**config.mk**
```make
export PLATFORM = sky130hd
export DESIGN_NAME = video_path_mux
export DESIGN_NICKNAME = d
export VERILOG_FILES = /design/src/rtl/video_pkg.sv /design/src/rtl/frame_sync_det.sv /design/src/rtl/video_path_mux.sv
export SDC_FILE = /design/constraint.sdc
export NUM_CORES = 1
export LEC_CHECK = 0
export CELL_PAD_IN_SITES_DETAIL_PLACEMENT = 0
export CELL_PAD_IN_SITES_GLOBAL_PLACEMENT = 2
export CORE_MARGIN = 4
export CORE_UTILIZATION = 26
export DETAILED_ROUTE_END_ITERATION = 8
export GPL_TIMING_DRIVEN = 0
export PLACE_DENSITY_LB_ADDON = 0.1
export SYNTH_ARGS = -nofsm -noshare
export SYNTH_HDL_FRONTEND = slang
export SYNTH_SLANG_ARGS = --single-unit
```
**constraint.sdc**
```tcl
create_clock -name clk -period 5.6 [get_ports clk]
set_clock_uncertainty 0.1 [all_clocks]
set_input_delay 1.12 -clock clk [delete_from_list [all_inputs] [get_ports clk]]
set_output_delay 1.12 -clock clk [all_outputs]
set_load 0.03 [all_outputs]
```
**src/rtl/video_pkg.sv**
```systemverilog
// Shared definitions for the video path selector.
//   state_t     : selector FSM states (RUN, ARMED, BLANK)
//   BLANK_MAX   : largest supported post-switch blanking frame count
//   BLANK_W     : width of the blanking frame counter
//   sel_width() : minimum select width for a given number of paths
//   vs_active() : true when a VSYNC sample is at its active level
package video_pkg;

   typedef enum logic [1:0] {
      RUN   = 2'd0,
      ARMED = 2'd1,
      BLANK = 2'd2
   } state_t;

   localparam int BLANK_MAX = 15;
   localparam int BLANK_W   = $clog2(BLANK_MAX + 1);

   function automatic int sel_width(input int num_path);
      return (num_path <= 1) ? 1 : $clog2(num_path);
   endfunction

   function automatic logic vs_active(input logic vs, input logic pol);
      return vs == pol;
   endfunction

endpackage

```
**src/rtl/frame_sync_det.sv**
```systemverilog
// Frame boundary detector and switch watchdog for the active video path.
//   clk       : pixel clock
//   rst       : synchronous, active-low reset
//   vs        : VSYNC of the currently selected path
//   reload    : a path switch happens this cycle
//   reload_vs : VSYNC of the path being switched to
//   arm       : watchdog runs while high, held at zero otherwise
//   fb        : VSYNC went to its active level this cycle
//   timeout   : watchdog reached TIMEOUT-1 cycles while armed
module frame_sync_det
   import video_pkg::*;
#(
   parameter bit VS_POL  = 1'b1,
   parameter int TIMEOUT = 2000000
) (
   input  logic clk,
   input  logic rst,
   input  logic vs,
   input  logic reload,
   input  logic reload_vs,
   input  logic arm,
   output logic fb,
   output logic timeout
);

   localparam int WD_W = $clog2(TIMEOUT + 1);

   logic            vs_prev;
   logic [WD_W-1:0] wd_cnt;

   assign fb      = vs_active(vs, VS_POL) && !vs_active(vs_prev, VS_POL);
   assign timeout = arm && (wd_cnt == WD_W'(TIMEOUT - 1));

   // NOTE: registers are written with <= so every flop samples the values
   // from before the edge, independent of statement order.
   always_ff @(posedge clk) begin
      if (!rst) begin
         vs_prev <= ~VS_POL;
         wd_cnt  <= '0;
      end else begin
         // On a switch, start edge detection from the new path's level so
         // an already-active VSYNC there is not mistaken for a new frame.
         vs_prev <= reload ? reload_vs : vs;
         wd_cnt  <= arm ? wd_cnt + 1'b1 : '0;
      end
   end

endmodule

```
**src/rtl/video_path_mux.sv**
```systemverilog
// Frame-synchronous selector between parallel video processing paths.
// Switches only on a VSYNC edge of the current path (or on watchdog expiry),
// then optionally blanks RGB for BLANK_FRAMES frames of the new path.
//   clk, rst                    : pixel clock, synchronous active-low reset
//   sel_req                     : requested path (>= NUM_PATH means none)
//   path_red/green/blue         : packed per-path colour, path i at [i*DATA_W +: DATA_W]
//   path_dv/hs/vs               : per-path data valid and syncs
//   tx_red/green/blue/dv/hs/vs  : registered output of the selected path
//   cur_sel                     : currently active path
//   switching                   : high while ARMED or BLANK
//   frame_cnt                   : frame boundaries seen on the active path
module video_path_mux
   import video_pkg::*;
#(
   parameter int DATA_W       = 8,
   parameter int NUM_PATH     = 4,
   parameter int SEL_W        = 2,
   parameter int DEFAULT_SEL  = 0,
   parameter int BLANK_FRAMES = 1,
   parameter bit VS_POL       = 1'b1,
   parameter int TIMEOUT      = 2000000,
   parameter int FCNT_W       = 16
) (
   input  logic                         clk,
   input  logic                         rst,
   input  logic [SEL_W-1:0]             sel_req,
   input  logic [NUM_PATH*DATA_W-1:0]   path_red,
   input  logic [NUM_PATH*DATA_W-1:0]   path_green,
   input  logic [NUM_PATH*DATA_W-1:0]   path_blue,
   input  logic [NUM_PATH-1:0]          path_dv,
   input  logic [NUM_PATH-1:0]          path_hs,
   input  logic [NUM_PATH-1:0]          path_vs,
   output logic [DATA_W-1:0]            tx_red,
   output logic [DATA_W-1:0]            tx_green,
   output logic [DATA_W-1:0]            tx_blue,
   output logic                         tx_dv,
   output logic                         tx_hs,
   output logic                         tx_vs,
   output logic [SEL_W-1:0]             cur_sel,
   output logic                         switching,
   output logic [FCNT_W-1:0]            frame_cnt
);

   // Every select code gets a slot; codes beyond NUM_PATH read as zero so
   // the muxes are fully defined for any SEL_W.
   localparam int NUM_SLOT = 1 << SEL_W;
   localparam logic [SEL_W:0] NUM_PATH_V = (SEL_W + 1)'(NUM_PATH);

   logic [DATA_W-1:0] red_slot   [NUM_SLOT];
   logic [DATA_W-1:0] green_slot [NUM_SLOT];
   logic [DATA_W-1:0] blue_slot  [NUM_SLOT];
   logic [NUM_SLOT-1:0] dv_slot, hs_slot, vs_slot;

   for (genvar i = 0; i < NUM_SLOT; i++) begin : g_slot
      if (i < NUM_PATH) begin : g_used
         assign red_slot[i]   = path_red[i*DATA_W +: DATA_W];
         assign green_slot[i] = path_green[i*DATA_W +: DATA_W];
         assign blue_slot[i]  = path_blue[i*DATA_W +: DATA_W];
         assign dv_slot[i]    = path_dv[i];
         assign hs_slot[i]    = path_hs[i];
         assign vs_slot[i]    = path_vs[i];
      end else begin : g_empty
         assign red_slot[i]   = '0;
         assign green_slot[i] = '0;
         assign blue_slot[i]  = '0;
         assign dv_slot[i]    = 1'b0;
         assign hs_slot[i]    = 1'b0;
         assign vs_slot[i]    = 1'b0;
      end
   end

   state_t             state;
   logic [BLANK_W-1:0] blank_cnt;
   logic               req_valid;
   logic               req_other;
   logic               fb;
   logic               timeout;
   logic               do_switch;

   assign req_valid = {1'b0, sel_req} < NUM_PATH_V;
   assign req_other = req_valid && (sel_req != cur_sel);
   // A switch needs a still-valid, different request; a request withdrawn
   // in the same cycle as fb wins and no switch happens.
   assign do_switch = (state == ARMED) && req_other && (fb || timeout);

   frame_sync_det #(
      .VS_POL  (VS_POL),
      .TIMEOUT (TIMEOUT)
   ) u_sync (
      .clk       (clk),
      .rst       (rst),
      .vs        (vs_slot[cur_sel]),
      .reload    (do_switch),
      .reload_vs (vs_slot[sel_req]),
      .arm       (state == ARMED),
      .fb        (fb),
      .timeout   (timeout)
   );

   always_ff @(posedge clk) begin
      if (!rst) begin
         state     <= RUN;
         cur_sel   <= SEL_W'(DEFAULT_SEL);
         blank_cnt <= '0;
         frame_cnt <= '0;
         switching <= 1'b0;
         tx_red    <= '0;
         tx_green  <= '0;
         tx_blue   <= '0;
         tx_dv     <= 1'b0;
         tx_hs     <= 1'b0;
         tx_vs     <= 1'b0;
      end else begin
         // Syncs and dv always follow the active path; only colour blanks.
         tx_dv <= dv_slot[cur_sel];
         tx_hs <= hs_slot[cur_sel];
         tx_vs <= vs_slot[cur_sel];
         if (state == BLANK) begin
            tx_red   <= '0;
            tx_green <= '0;
            tx_blue  <= '0;
         end else begin
            tx_red   <= red_slot[cur_sel];
            tx_green <= green_slot[cur_sel];
            tx_blue  <= blue_slot[cur_sel];
         end

         if (fb) frame_cnt <= frame_cnt + 1'b1;

         // NOTE: the default arm recovers from an unused state encoding and
         // keeps every branch fully specified.
         case (state)
            RUN: begin
               if (req_other) begin
                  state     <= ARMED;
                  switching <= 1'b1;
               end
            end
            ARMED: begin
               if (!req_other) begin
                  state     <= RUN;
                  switching <= 1'b0;
               end else if (do_switch) begin
                  cur_sel   <= sel_req;
                  blank_cnt <= BLANK_W'(BLANK_FRAMES);
                  if (BLANK_FRAMES == 0) begin
                     state     <= RUN;
                     switching <= 1'b0;
                  end else begin
                     state <= BLANK;
                  end
               end
            end
            BLANK: begin
               // Requests are ignored here; RUN re-arms if still pending.
               if (fb) begin
                  if (blank_cnt <= BLANK_W'(1)) begin
                     blank_cnt <= '0;
                     state     <= RUN;
                     switching <= 1'b0;
                  end else begin
                     blank_cnt <= blank_cnt - 1'b1;
                  end
               end
            end
            default: begin
               state     <= RUN;
               switching <= 1'b0;
            end
         endcase
      end
   end

endmodule

```
### After elaboration in Yosys (flattened, before gate mapping)

Index checks and enable logic that the tools add are counted.

* flip-flop bits (word level): 74
* input port bits: 112
* output and inout port bits: 46
* word-level logic and storage cells: 81

* add/sub/neg operators: 3
* magnitude comparators: 4
* eq/ne operators: 11
* muxes and demuxes: 34
* bitwise operators: 2
* reductions and logical operators: 14

Operators by type and width (number)
* binary-select mux 8 bit (select 2 bit): 3
* two-way mux 8 bit: 6
* adder 21 x 1 -> 21 bit, second input constant: 1
* == test 21 bit, second input constant: 1
* adder 16 x 1 -> 16 bit, second input constant: 1
* two-way mux 4 bit: 4
* AND reduction 4 bit: 3
* two-way mux 2 bit: 5
* two-way mux 1 bit: 9
* binary-select mux 1 bit (select 2 bit): 4
* != test 2 bit, second input constant: 4
* one-hot mux 4 bit (2 select lines): 1
* < comparator 2 x 3 -> 1 bit, second input constant: 2
* one-hot mux 2 bit (3 select lines): 1
* less-or-equal comparator 4 x 1 -> 1 bit, second input constant: 1
* logical AND 1 bit: 4
* != test 2 x 1 -> 1 bit, second input constant: 2
* subtractor 4 x 1 -> 4 bit, second input constant: 1
* greater-or-equal comparator 3 bit, second input constant: 1
* != test 3 x 2 -> 1 bit, second input constant: 1
* NOT 2 -> 3 bit: 1
* one-hot mux 1 bit (3 select lines): 1
* AND reduction 3 bit: 1
* == test 2 x 1 -> 1 bit, second input constant: 1
* 9 further kinds: 9

### Longest topological paths before layout

Gate-level depths: netlist (run 1).

* word-level depth: 8
* mapped depth: 6
* gate-level depth less buffers: 6

### Hierarchy

Synthesis (run 1) repeated with hierarchy kept, for this count alone.

* cells, all modules: 348
* area total of the unflattened synthesis: 3622.2 um2

Modules (own cells, without submodules)
* video_path_mux: instances 1, cells an instance 233, area each 2597.5 um2, sequential area each 1041.0 um2
* frame_sync_det: instances 1, cells an instance 115, area each 1024.7 um2, sequential area each 440.4 um2

### Worst setup path after synthesis (run 1)

Ideal clock, no wire load.

* kind: input to register
* start: in path_vs[1]
* end: reg blank_cnt[1]
* library setup time: 0.072 ns
* arrival: 2.452 ns
* data required time: 5.428 ns
* path slack: 2.977 ns
* stages: 6
* buffers on the path: 1
* path through: mux4_2 -> nor2b_1 -> clkbuf_1 -> nand2_1 -> a22oi_1 -> mux2i_1

* cells in the longest elaborated chain, start to end: 7
* elaborated cells on any way between the ends: 8
* those cells by class: eq/ne (2); mux (2); reduce/logical (4)

RTL lines
* start: declaration: RTL line video_path_mux.sv:32 `input logic [NUM_PATH-1:0] path_vs,`
* binary-select mux 1 bit (select 2 bit) (*): RTL line video_path_mux.sv:92 `.vs (vs_slot[cur_sel]),`
* two-way mux 1 bit (implied by the code) (*): RTL line video_path_mux.sv:92
* logical AND 1 bit (*): RTL line frame_sync_det.sv:31 `assign fb = vs_active(vs, VS_POL) && !vs_active(vs_prev, VS_POL);`
* logical OR 1 bit: RTL line video_path_mux.sv:84 `assign do_switch = (state == ARMED) && req_other && (fb || timeout);`
* logical AND 1 bit: RTL line video_path_mux.sv:84
* != test 2 x 1 -> 1 bit (no line)
* AND reduction 4 bit (no line) (*)
* end signal: assignment: RTL line video_path_mux.sv:145 `blank_cnt <= BLANK_W'(BLANK_FRAMES);`
* end signal: assignment: RTL line video_path_mux.sv:162 `blank_cnt <= blank_cnt - 1'b1;`
* end: declaration: RTL line video_path_mux.sv:73 `logic [BLANK_W-1:0] blank_cnt;`

Every way passes the cells marked *; elsewhere a longest branch is shown, timed or not. The select of a mux whose other input is x is not followed.
A chain may end at the register's enable or synchronous reset.

### Worst setup path after layout (run 1)

* start: in path_vs[0]
* end: reg blank_cnt[1]

Same word-level chain as after synthesis.

==> impl_metrics.py, run 1 <==
metrics = {
    "run_status": {
        "status": "completed",
    },
    "cts": {
        "longest_clk_path_bufs": 2,
        "clock_tree.root_cell": "clkbuf_16",
        "cts.sinks": 74,
        "hold_buffers": 0,
        "post_cts_resize_count": 0,
        "post_cts.repair.setup_buffers": 0,
        "cts_tree": "yes",
        "clock_tree.htree_level_count": 3,
        "numCtsBuffers": 9,
        "clk_lat_worst_skew_ps": 330,
        "clk_transition_reported_paths_ps": 60,
    },
    "cells_and_area": {
        "final_layout_size_suffix_gt1_frac": 0.100,
        "finish.net_count": 630,
        "most-common-layout-cells": "157 x clkdlybuf4s50_1, 74 x dfxtp_1, 34 x nor2_1, 33 x and3_1, 28 x mux4_2",
        "layout_commonest_cell": "clkdlybuf4s50_1",
        "utilization": 0.422,
        "areaGrowthSynthToFinish_pct": 58.1,
        "num_antenna_cells": 0,
    },
    "pwr": {
        "finalPower_uw": 1360,
        "switching_share_of_total_power": 0.255,
        "power_density_mw_per_mm2": 242,
        "leakage_uw": 0.00198,
        "p_sw_uw": 346,
        "worst_ir_drop_vdd_mv": 0.150,
        "seq_power_share": 0.415,
        "cell_internal_pwr_uw": 1010,
        "comb_power_share": 0.197,
        "power_frac_clock": 0.387,
    },
    "logic_synthesis": {
        "synthesis.nets": 462,
        "dominantRegCellSynth": "dfxtp_1",
        "yosysTopAreaCellShare": 0.417,
        "synth_edf_count": 0,
        "post_synth_num_cell_types": 41,
        "synth.cell_area_mm2": 0.00355,
        "seq_area_frac_synth": 0.417,
        "synth_warnings": 0,
        "synth.area.top_cells": "dfxtp_1 42%, mux4_2 18%, and3_1 5.8%",
        "synth-async-reset-ratio": 0,
        "synth_seq_cells": 74,
        "synthDominantAreaCellType": "dfxtp_1",
        "avgSynthCellArea_um2": 10.3,
        "post_synth_inst_count": 346,
    },
    "die": {
        "rows": 42,
        "ios": 158,
        "design.die.area_mm2": 0.0156,
        "placeableCoreArea_mm2": 0.0133,
        "floorplan.initialDensity": 0.267,
        "fp.dieH_um": 125,
        "die_w_um": 125,
    },
    "placement": {
        "buffer_ports.inserted": 157,
        "gp_congestion": 0.717,
        "hpwlAfterDp_mm": 8.90,
    },
    "grt": {
        "grt_first_pass_wirelength_mm": 17.7,
        "grt_overflow_total": 0,
        "grt_pass1_vias": 3384,
        "grt_use_total": 0.142,
        "antenna_found_initial": 0,
        "maximum_number_of_pins_on_one_net_before_global_route_repair": 13,
    },
    "route": {
        "post_drt_via_cell_ratio": 4.67,
        "drt_pass1_iterations": 4,
        "ant_nets": 0,
        "routed_wire_length_per_instance_um": 15.7,
        "wl_mm": 10.9,
        "remaining_drc_errors": 0,
        "dr_total_vias": 3244,
        "drt-initial-drc-count": 127,
    },
    "sta": {
        "timing.max_slew.rel_slack": 0.594,
        "maxSlewViolCount": 0,
        "rsz0062_at_grt": "no",
        "fin_setup_tns_ps": 0,
        "worst_margin_pin_slew_ps": 610,
        "fmax_ghz": 0.318,
        "worst_hold_slack_ps": 338,
        "period_utilization_post_route": 0.561,
        "min_period_ps": 3140,
        "timing.final.setup_violations": 0,
        "final-hold-violation-count": 0,
    },
    "setup_path": {
        "setup.worst_path.end": "blank_cnt[1]",
        "critical_path_arrival_ps": 3300,
        "worst_r2r_startpoint": "u_sync.wd_cnt[2]",
        "cp_data_required_time_ps": 5760,
        "worst_setup_path_startpoint": "path_vs[0]",
        "setup.reg_to_reg.worst_slack_ps": 3190,
        "critical_path.max_fanout": 10,
        "worst_setup_path_end_kind": "flop",
        "r2r-end": "cur_sel[0]",
        "crit_path_start_kind": "input port",
        "worst-r2r-cell-count": 6,
        "worstSetupPathType": "input port to flop",
    },
    "job": {
        "cap_violations": 0,
    },
    "hold_path": {
        "worstHoldPathType": "flop to flop",
    },
}
==> through the flow <==
step,worst slack (ps),cells,cell area (um^2)
floorplan,2980,346,3550
global placement,2100,679,5340
detailed placement,2100,679,5340
CTS,2440,695,5620
global route,2250,695,5620
finish,2460,695,5620
==> Yosys cell counts, types with 7 or more instances <==
library cell / number
dfxtp_1: 74
nor2_1: 34
and3_1: 33
mux4_2: 28
nand2_1: 19
xor2_1: 17
clkbuf_1: 16
nand3_1: 15
o21ai_0: 12
xnor2_1: 12
a21oi_1: 11
nand4_1: 10
inv_1: 8
or3_1: 7
==> worst min-delay path by stage <==
stage	from	end	slack [ps]	cells past startpoint
floorplan	u_sync.wd_cnt[0]	u_sync.wd_cnt[0]	310	1
global placement	u_sync.wd_cnt[0]	u_sync.wd_cnt[0]	330	1
detailed placement	u_sync.wd_cnt[0]	u_sync.wd_cnt[0]	340	1
CTS	u_sync.wd_cnt[0]	u_sync.wd_cnt[0]	350	1
global route	u_sync.wd_cnt[0]	u_sync.wd_cnt[0]	390	1
finish	u_sync.wd_cnt[0]	u_sync.wd_cnt[0]	340	1
==> cell families after synthesis <==
group | Yosys count | share of synthesized area
AOI/OAI and AO/OA | 33 | 0.0553
buffers and inverters | 27 | 0.0296
xor gates and xnor gates | 29 | 0.0715
DFF | 74 | 0.417
and+or+nand+nor | 146 | 0.221
muxes | 32 | 0.189
adders and majority gates | 5 | 0.0169
==> cell type report <==
cell class | instances | area [um^2]
timing repair buffer | 157 | 1570
multi-input combinational | 245 | 1970
clock buffer | 10 | 239
buffer | 19 | 75.1
sequential | 74 | 1480
inverter | 8 | 30.0
tap | 176 | 220
fill | 1335 | 7680
clock inverter | 6 | 32.5
==> power by group through the flow <==
stage,Sequential [uW],Combinational [uW],Clock [uW]
6_report,563,268,526
3_5_place_dp,574,273,0
3_3_place_gp,574,272,0
4_1_cts,563,273,547
2_1_floorplan,613,86.5,0
5_1_grt,566,287,564
==> flip-flops by register name, summed over array words and instances, names as in the netlist <==
| signal | count |
|---|---|
| tx_vs | 1 |
| u_sync.vs_prev | 1 |
| frame_cnt | 16 |
| switching | 1 |
| tx_dv | 1 |
| tx_hs | 1 |
| u_sync.wd_cnt | 21 |
| tx_blue | 8 |
| tx_green | 8 |
| blank_cnt | 4 |
| cur_sel | 2 |
| state | 2 |
| tx_red | 8 |
==> per-layer routing <==
layer	vias to the layer above	share of wire	GRT usage	wire (um)
li1	1603	-	-	-
met1	1513	0.45	0.180	4870
met2	118	0.45	0.219	4900
met3	10	0.089	0.0545	977
met4	0	0.015	0.0536	167
met5	-	0	0	0
==> critical path: stages <==
cell and delay, ps:
clkdlybuf4s50_1 490, mux4_2 320, nor2b_1 280, clkbuf_1 440, nand2_1 140, a22oi_1 310
mux2i_1 210
(Power assumes the default switching activity.)
==> inputs of run 2 (changes only) <==
--- a/config.mk
+++ b/config.mk
@@ -8,7 +8,7 @@
 export CELL_PAD_IN_SITES_DETAIL_PLACEMENT = 0
 export CELL_PAD_IN_SITES_GLOBAL_PLACEMENT = 2
 export CORE_MARGIN = 4
-export CORE_UTILIZATION = 26
+export CORE_UTILIZATION = 22
 export DETAILED_ROUTE_END_ITERATION = 8
 export GPL_TIMING_DRIVEN = 0
 export PLACE_DENSITY_LB_ADDON = 0.1
==> constraint.sdc (replaced) <==
create_clock -name clk -period 2.8 [get_ports clk]
set_clock_uncertainty 0.1 [all_clocks]
set_input_delay 0.56 -clock clk [delete_from_list [all_inputs] [get_ports clk]]
set_output_delay 0.56 -clock clk [all_outputs]
set_load 0.03 [all_outputs]
==> run 2 against run 1 <==
Compared with the run above:
- critical path depth did not move
- routed wire length rose by 6.4%
- worst setup slack got worse by 2100 ps
- hold slack got worse by 1.1 ps
- flip-flop and latch count did not move
- die area rose by 17%
- via count fell by 0.25%
- cell count rose by 5.6%
- sequential power rose by 100%
- utilization fell by 6.2 points
- largest cell class unchanged
- largest power group is now clock
- highest routed layer unchanged
==> impl_metrics.py, run 2 (same netlist as run 1, synthesis figures left out) <==
metrics = {
    "grt": {
        "antenna_found_initial": 0,
        "grt_use_total": 0.130,
        "grt_overflow_total": 0,
        "grt_first_pass_wirelength_mm": 18.2,
        "grt_pass1_vias": 3382,
        "maximum_number_of_pins_on_one_net_before_global_route_repair": 13,
    },
    "cells_and_area": {
        "num_antenna_cells": 0,
        "most-common-layout-cells": "157 x clkdlybuf4s50_1, 74 x dfxtp_1, 34 x nor2_1, 33 x and3_1, 28 x mux4_2",
        "top_register": "u_sync.wd_cnt",
        "final_layout_size_suffix_gt1_frac": 0.0985,
        "final_cells": 734,
        "fill_cells": 1592,
        "layout_commonest_cell": "clkdlybuf4s50_1",
        "final_design_instance_area_without_fill_mm2": 0.00570,
        "registers_with_the_most_flip_flops": "u_sync.wd_cnt: 21 flops, frame_cnt: 16 flops",
        "finish.net_count": 630,
        "areaGrowthSynthToFinish_pct": 60.6,
        "largest_register_ff_count": 21,
    },
    "route": {
        "wl_mm": 11.6,
        "dr_total_vias": 3236,
        "drt-initial-drc-count": 126,
        "ant_nets": 0,
        "remaining_drc_errors": 0,
        "routed_wire_length_per_instance_um": 15.8,
        "drt_pass1_iterations": 4,
        "post_drt_via_cell_ratio": 4.41,
    },
    "die": {
        "fp.dieH_um": 135,
        "design.die.area_mm2": 0.0182,
        "die_w_um": 135,
        "rows": 46,
        "ios": 158,
        "floorplan.initialDensity": 0.224,
        "placeableCoreArea_mm2": 0.0158,
    },
    "placement": {
        "place_area_mm2": 0.00539,
        "numPlacedInstances": 719,
        "gp_congestion": 0.730,
        "hpwlAfterDp_mm": 9.43,
        "buffer_ports.inserted": 157,
    },
    "sta": {
        "maxSlewViolCount": 0,
        "fmax_ghz": 0.407,
        "final-hold-violation-count": 0,
        "timing.final.setup_violations": 0,
        "period_utilization_post_route": 0.877,
        "worst_margin_pin_slew_ps": 646,
        "rsz0062_at_grt": "no",
        "timing.max_slew.rel_slack": 0.569,
        "min_period_ps": 2460,
    },
    "pwr": {
        "leakage_uw": 0.00199,
        "worst_ir_drop_vdd_mv": 0.270,
        "finalPower_uw": 2880,
        "power_density_mw_per_mm2": 505,
    },
    "cts": {
        "clk_transition_reported_paths_ps": 60,
        "cts.sinks": 74,
        "longest_clk_path_bufs": 2,
        "numCtsBuffers": 9,
        "clk_lat_worst_skew_ps": 330,
        "cts_tree": "yes",
        "clock_tree.htree_level_count": 3,
        "clock_tree.root_cell": "clkbuf_16",
        "hold_buffers": 0,
    },
    "run_status": {
        "status": "completed",
    },
    "setup_path": {
        "worstSetupPathType": "input port to flop",
        "worst_setup_path_end_kind": "flop",
        "critical_path.max_fanout": 10,
        "critical_path_arrival_ps": 2620,
        "crit_path_start_kind": "input port",
        "cp_data_required_time_ps": 2960,
    },
    "job": {
        "cap_violations": 0,
    },
    "hold_path": {
        "worstHoldPathType": "flop to flop",
    },
}
==> run 2: final timing paths <==
| path | slack, ps | cells past startpoint | to | start |
|---|---|---|---|---|
| setup / recovery | 340 | 7 | blank_cnt[1] | path_vs[2] |
| hold / removal | 340 | 1 | u_sync.wd_cnt[0] | u_sync.wd_cnt[0] |
| setup reg to reg | 370 | 6 | blank_cnt[1] | u_sync.wd_cnt[2] |
| hold reg to reg | 340 | 1 | u_sync.wd_cnt[0] | u_sync.wd_cnt[0] |
==> run 2: through the flow <==
step	setup slack [ps]	setup TNS, ps	hold slack [ps]	utilization
6_report	345	0	337	0.360
5_1_grt	187	0	376	0.360
4_1_cts	148	0	341	0.360
3_5_place_dp	-169	-593	332	0.341
3_3_place_gp	-179	-654	330	0.341
2_1_floorplan	677	0	313	-
==> run 2: layout make-up <==
class / instances / area (um^2) / area share
buffer: 19 / 76.3 / 0.0134
clock buffer: 10 / 229 / 0.0401
clock inverter: 5 / 80.1 / 0.0140
inverter: 8 / 30.0 / 0.00526
multi-input combinational: 245 / 1970 / 0.345
sequential: 74 / 1480 / 0.260
tap: 216 / 270 / 0.0474
timing repair buffer: 157 / 1570 / 0.275
==> run 2: layer usage <==
metal,up-vias,share of wire,wire length (um),GRT usage
li1,1601,-,-,-
met5,-,0,0,0
met1,1504,0.44,5090,0.160
met4,0,0.011,129,0.0370
met2,124,0.44,5080,0.195
met3,7,0.11,1330,0.0723
==> run 2: critical path, cell delays in order <==
cell	delay [ps]
clkdlybuf4s50_1	470
mux4_2	320
nor2b_1	290
clkbuf_2	300
nand2_1	110
a22oi_1	320
mux2i_1	230
==> run 2: repair_timing <==
action	in CTS	in global routing
setup endpoints to repair	0	1
resized for setup	0	2
buffers inserted	0	0
==> run 2: power by group <==
part,internal (uW),switching (uW),leakage [uW]
combinational,306,231,0.00124
sequential,1100,26.0,0.000605
clock,774,441,0.000145
==> inputs of run 3 (changes only) <==
--- a/config.mk
+++ b/config.mk
@@ -8,8 +8,9 @@
 export CELL_PAD_IN_SITES_DETAIL_PLACEMENT = 0
 export CELL_PAD_IN_SITES_GLOBAL_PLACEMENT = 2
 export CORE_MARGIN = 4
-export CORE_UTILIZATION = 22
+export CORE_UTILIZATION = 33
 export DETAILED_ROUTE_END_ITERATION = 8
+export DONT_BUFFER_PORTS = 1
 export GPL_TIMING_DRIVEN = 0
 export PLACE_DENSITY_LB_ADDON = 0.1
 export SYNTH_ARGS = -nofsm -noshare
==> run 3 against run 2 <==
Compared with the run above:
- clock-buffer cell count shrank 1
- cell count shrank 32%
- first-iteration DRC count shrank 16%
- die area shrank 32%
- register-to-register slack lost 170 ps
- critical endpoint unchanged
- hold slack lost 89 ps
- flip-flop and latch count is the same
- final area shrank 31%
- global-route usage grew 2.6 points
- non-clock buffer count shrank 157
- total power shrank 19%
- critical path depth shrank 1
==> impl_metrics.py, run 3 (same netlist as run 1, synthesis figures left out) <==
metrics = {
    "run_status": {
        "status": "completed",
    },
    "pwr": {
        "finalPower_uw": 2340,
        "p_sw_uw": 633,
        "seq_power_share": 0.519,
        "switching_share_of_total_power": 0.270,
        "leakage_uw": 0.00135,
        "worst_ir_drop_vdd_mv": 0.181,
        "power_frac_clock": 0.391,
        "comb_power_share": 0.089,
        "power_density_mw_per_mm2": 594,
        "cell_internal_pwr_uw": 1710,
    },
    "job": {
        "cap_violations": 0,
    },
    "placement": {
        "gp_congestion": 0.714,
        "buffer_ports.inserted": 0,
        "dp_slack_ps": 186,
        "hpwlAfterDp_mm": 7.57,
    },
    "sta": {
        "min_period_ps": 2600,
        "worst_margin_pin_slew_ps": 610,
        "period_utilization_post_route": 0.930,
        "maxSlewViolCount": 0,
        "fin_setup_tns_ps": 0,
        "timing.final.setup_violations": 0,
        "final_critical_path_setup_slack_ps": 196,
        "final-hold-violation-count": 0,
        "timing.max_slew.rel_slack": 0.589,
        "fmax_ghz": 0.384,
        "rsz0062_at_grt": "no",
    },
    "route": {
        "ant_nets": 0,
        "drt_pass1_iterations": 4,
        "drt-initial-drc-count": 106,
        "routed_wire_length_per_instance_um": 19.1,
        "post_drt_via_cell_ratio": 5.19,
        "wl_mm": 9.53,
        "dr_total_vias": 2585,
        "remaining_drc_errors": 0,
    },
    "die": {
        "rows": 37,
        "placeableCoreArea_mm2": 0.0104,
        "ios": 158,
        "die_w_um": 112,
        "floorplan.initialDensity": 0.341,
        "fp.dieH_um": 112,
        "design.die.area_mm2": 0.0125,
    },
    "cts": {
        "numCtsBuffers": 9,
        "post_cts_resize_count": 0,
        "hold_buffers": 0,
        "cts.sinks": 74,
        "clk_lat_worst_skew_ps": 350,
        "cts_tree": "yes",
        "longest_clk_path_bufs": 2,
        "clock_tree.htree_level_count": 3,
        "clk_transition_reported_paths_ps": 80,
        "clock_tree.root_cell": "clkbuf_8",
        "post_cts.repair.setup_buffers": 0,
    },
    "cells_and_area": {
        "area.sequential_mm2": 0.00148,
        "registers_with_the_most_flip_flops": "u_sync.wd_cnt: 21 flops, frame_cnt: 16 flops",
        "num_antenna_cells": 0,
        "fill_cells": 1071,
        "layout_commonest_cell": "dfxtp_1",
        "top_register": "u_sync.wd_cnt",
        "final_layout_size_suffix_gt1_frac": 0.144,
        "finish.net_count": 473,
        "most-common-layout-cells": "74 x dfxtp_1, 34 x nor2_1, 33 x and3_1, 28 x mux4_2, 19 x nand2_1",
        "largest_register_ff_count": 21,
        "areaGrowthSynthToFinish_pct": 10.9,
        "multi_input_comb_area_mm2": 0.00197,
    },
    "grt": {
        "antenna_found_initial": 0,
        "maximum_number_of_pins_on_one_net_before_global_route_repair": 14,
        "grt_use_total": 0.156,
        "grt_pass1_vias": 2699,
        "grt_first_pass_wirelength_mm": 15.1,
        "grt_overflow_total": 0,
    },
    "setup_path": {
        "cp_data_required_time_ps": 2980,
        "crit_path_start_kind": "flop",
        "critical_path_arrival_ps": 2780,
        "worstSetupPathType": "flop to flop",
        "critical_path.max_fanout": 10,
        "setup.reg_to_reg.worst_slack_ps": 200,
        "worst_setup_path_end_kind": "flop",
    },
    "hold_path": {
        "worstHoldPathType": "input port to flop",
    },
}
## run 3: critical path, cell delays in order (launching register included)
cell	delay (ps)
dfxtp_1	600
mux4_2	380
nor2b_1	300
clkbuf_1	440
nand2_1	150
a22oi_1	330
mux2i_1	230
## run 3: metal layers
layer / track usage / wire (um) / vias to the layer above
li1: - / - / 1283
met2: 0.261 / 4680 / 113
met1: 0.181 / 3880 / 1180
met4: 0.0511 / 118 / 0
met5: 0 / 0 / -
met3: 0.0636 / 852 / 9
## run 3: layout make-up
type	instances	share of cell area
plain buffers	19	0.0191
clock buffers	9	0.0314
clock inverters	7	0.0238
inverters	8	0.00762
multi-input cells	245	0.499
flip-flops and latches	74	0.376
well taps	136	0.0432
## run 3: metrics by stage
stage | instance area, um^2 | hold slack (ps) | util | cells
global route | 3940 | 264 | 0.378 | 498
CTS | 3940 | 234 | 0.378 | 498
detailed placement | 3720 | 335 | 0.357 | 482
global placement | 3720 | 325 | 0.357 | 482
floorplan | 3550 | 313 | - | 346
finish | 3940 | 248 | 0.378 | 498
## run 3: path summary, 6_finish.rpt
path | start | to | cells past startpoint
max reg2reg | cur_sel[0] | blank_cnt[1] | 6
min | sel_req[0] | cur_sel[0] | 2
min reg2reg | u_sync.wd_cnt[0] | u_sync.wd_cnt[0] | 1
max | cur_sel[0] | blank_cnt[1] | 6
## run 3: power groups by stage
stage / Combinational (uW) / Sequential, uW / Clock [uW]
after global routing: 236 / 1220 / 1000
final: 209 / 1220 / 916
after detailed placement: 212 / 1240 / 0
after CTS: 213 / 1220 / 950
after global placement: 211 / 1240 / 0
after floorplan: 173 / 1230 / 0
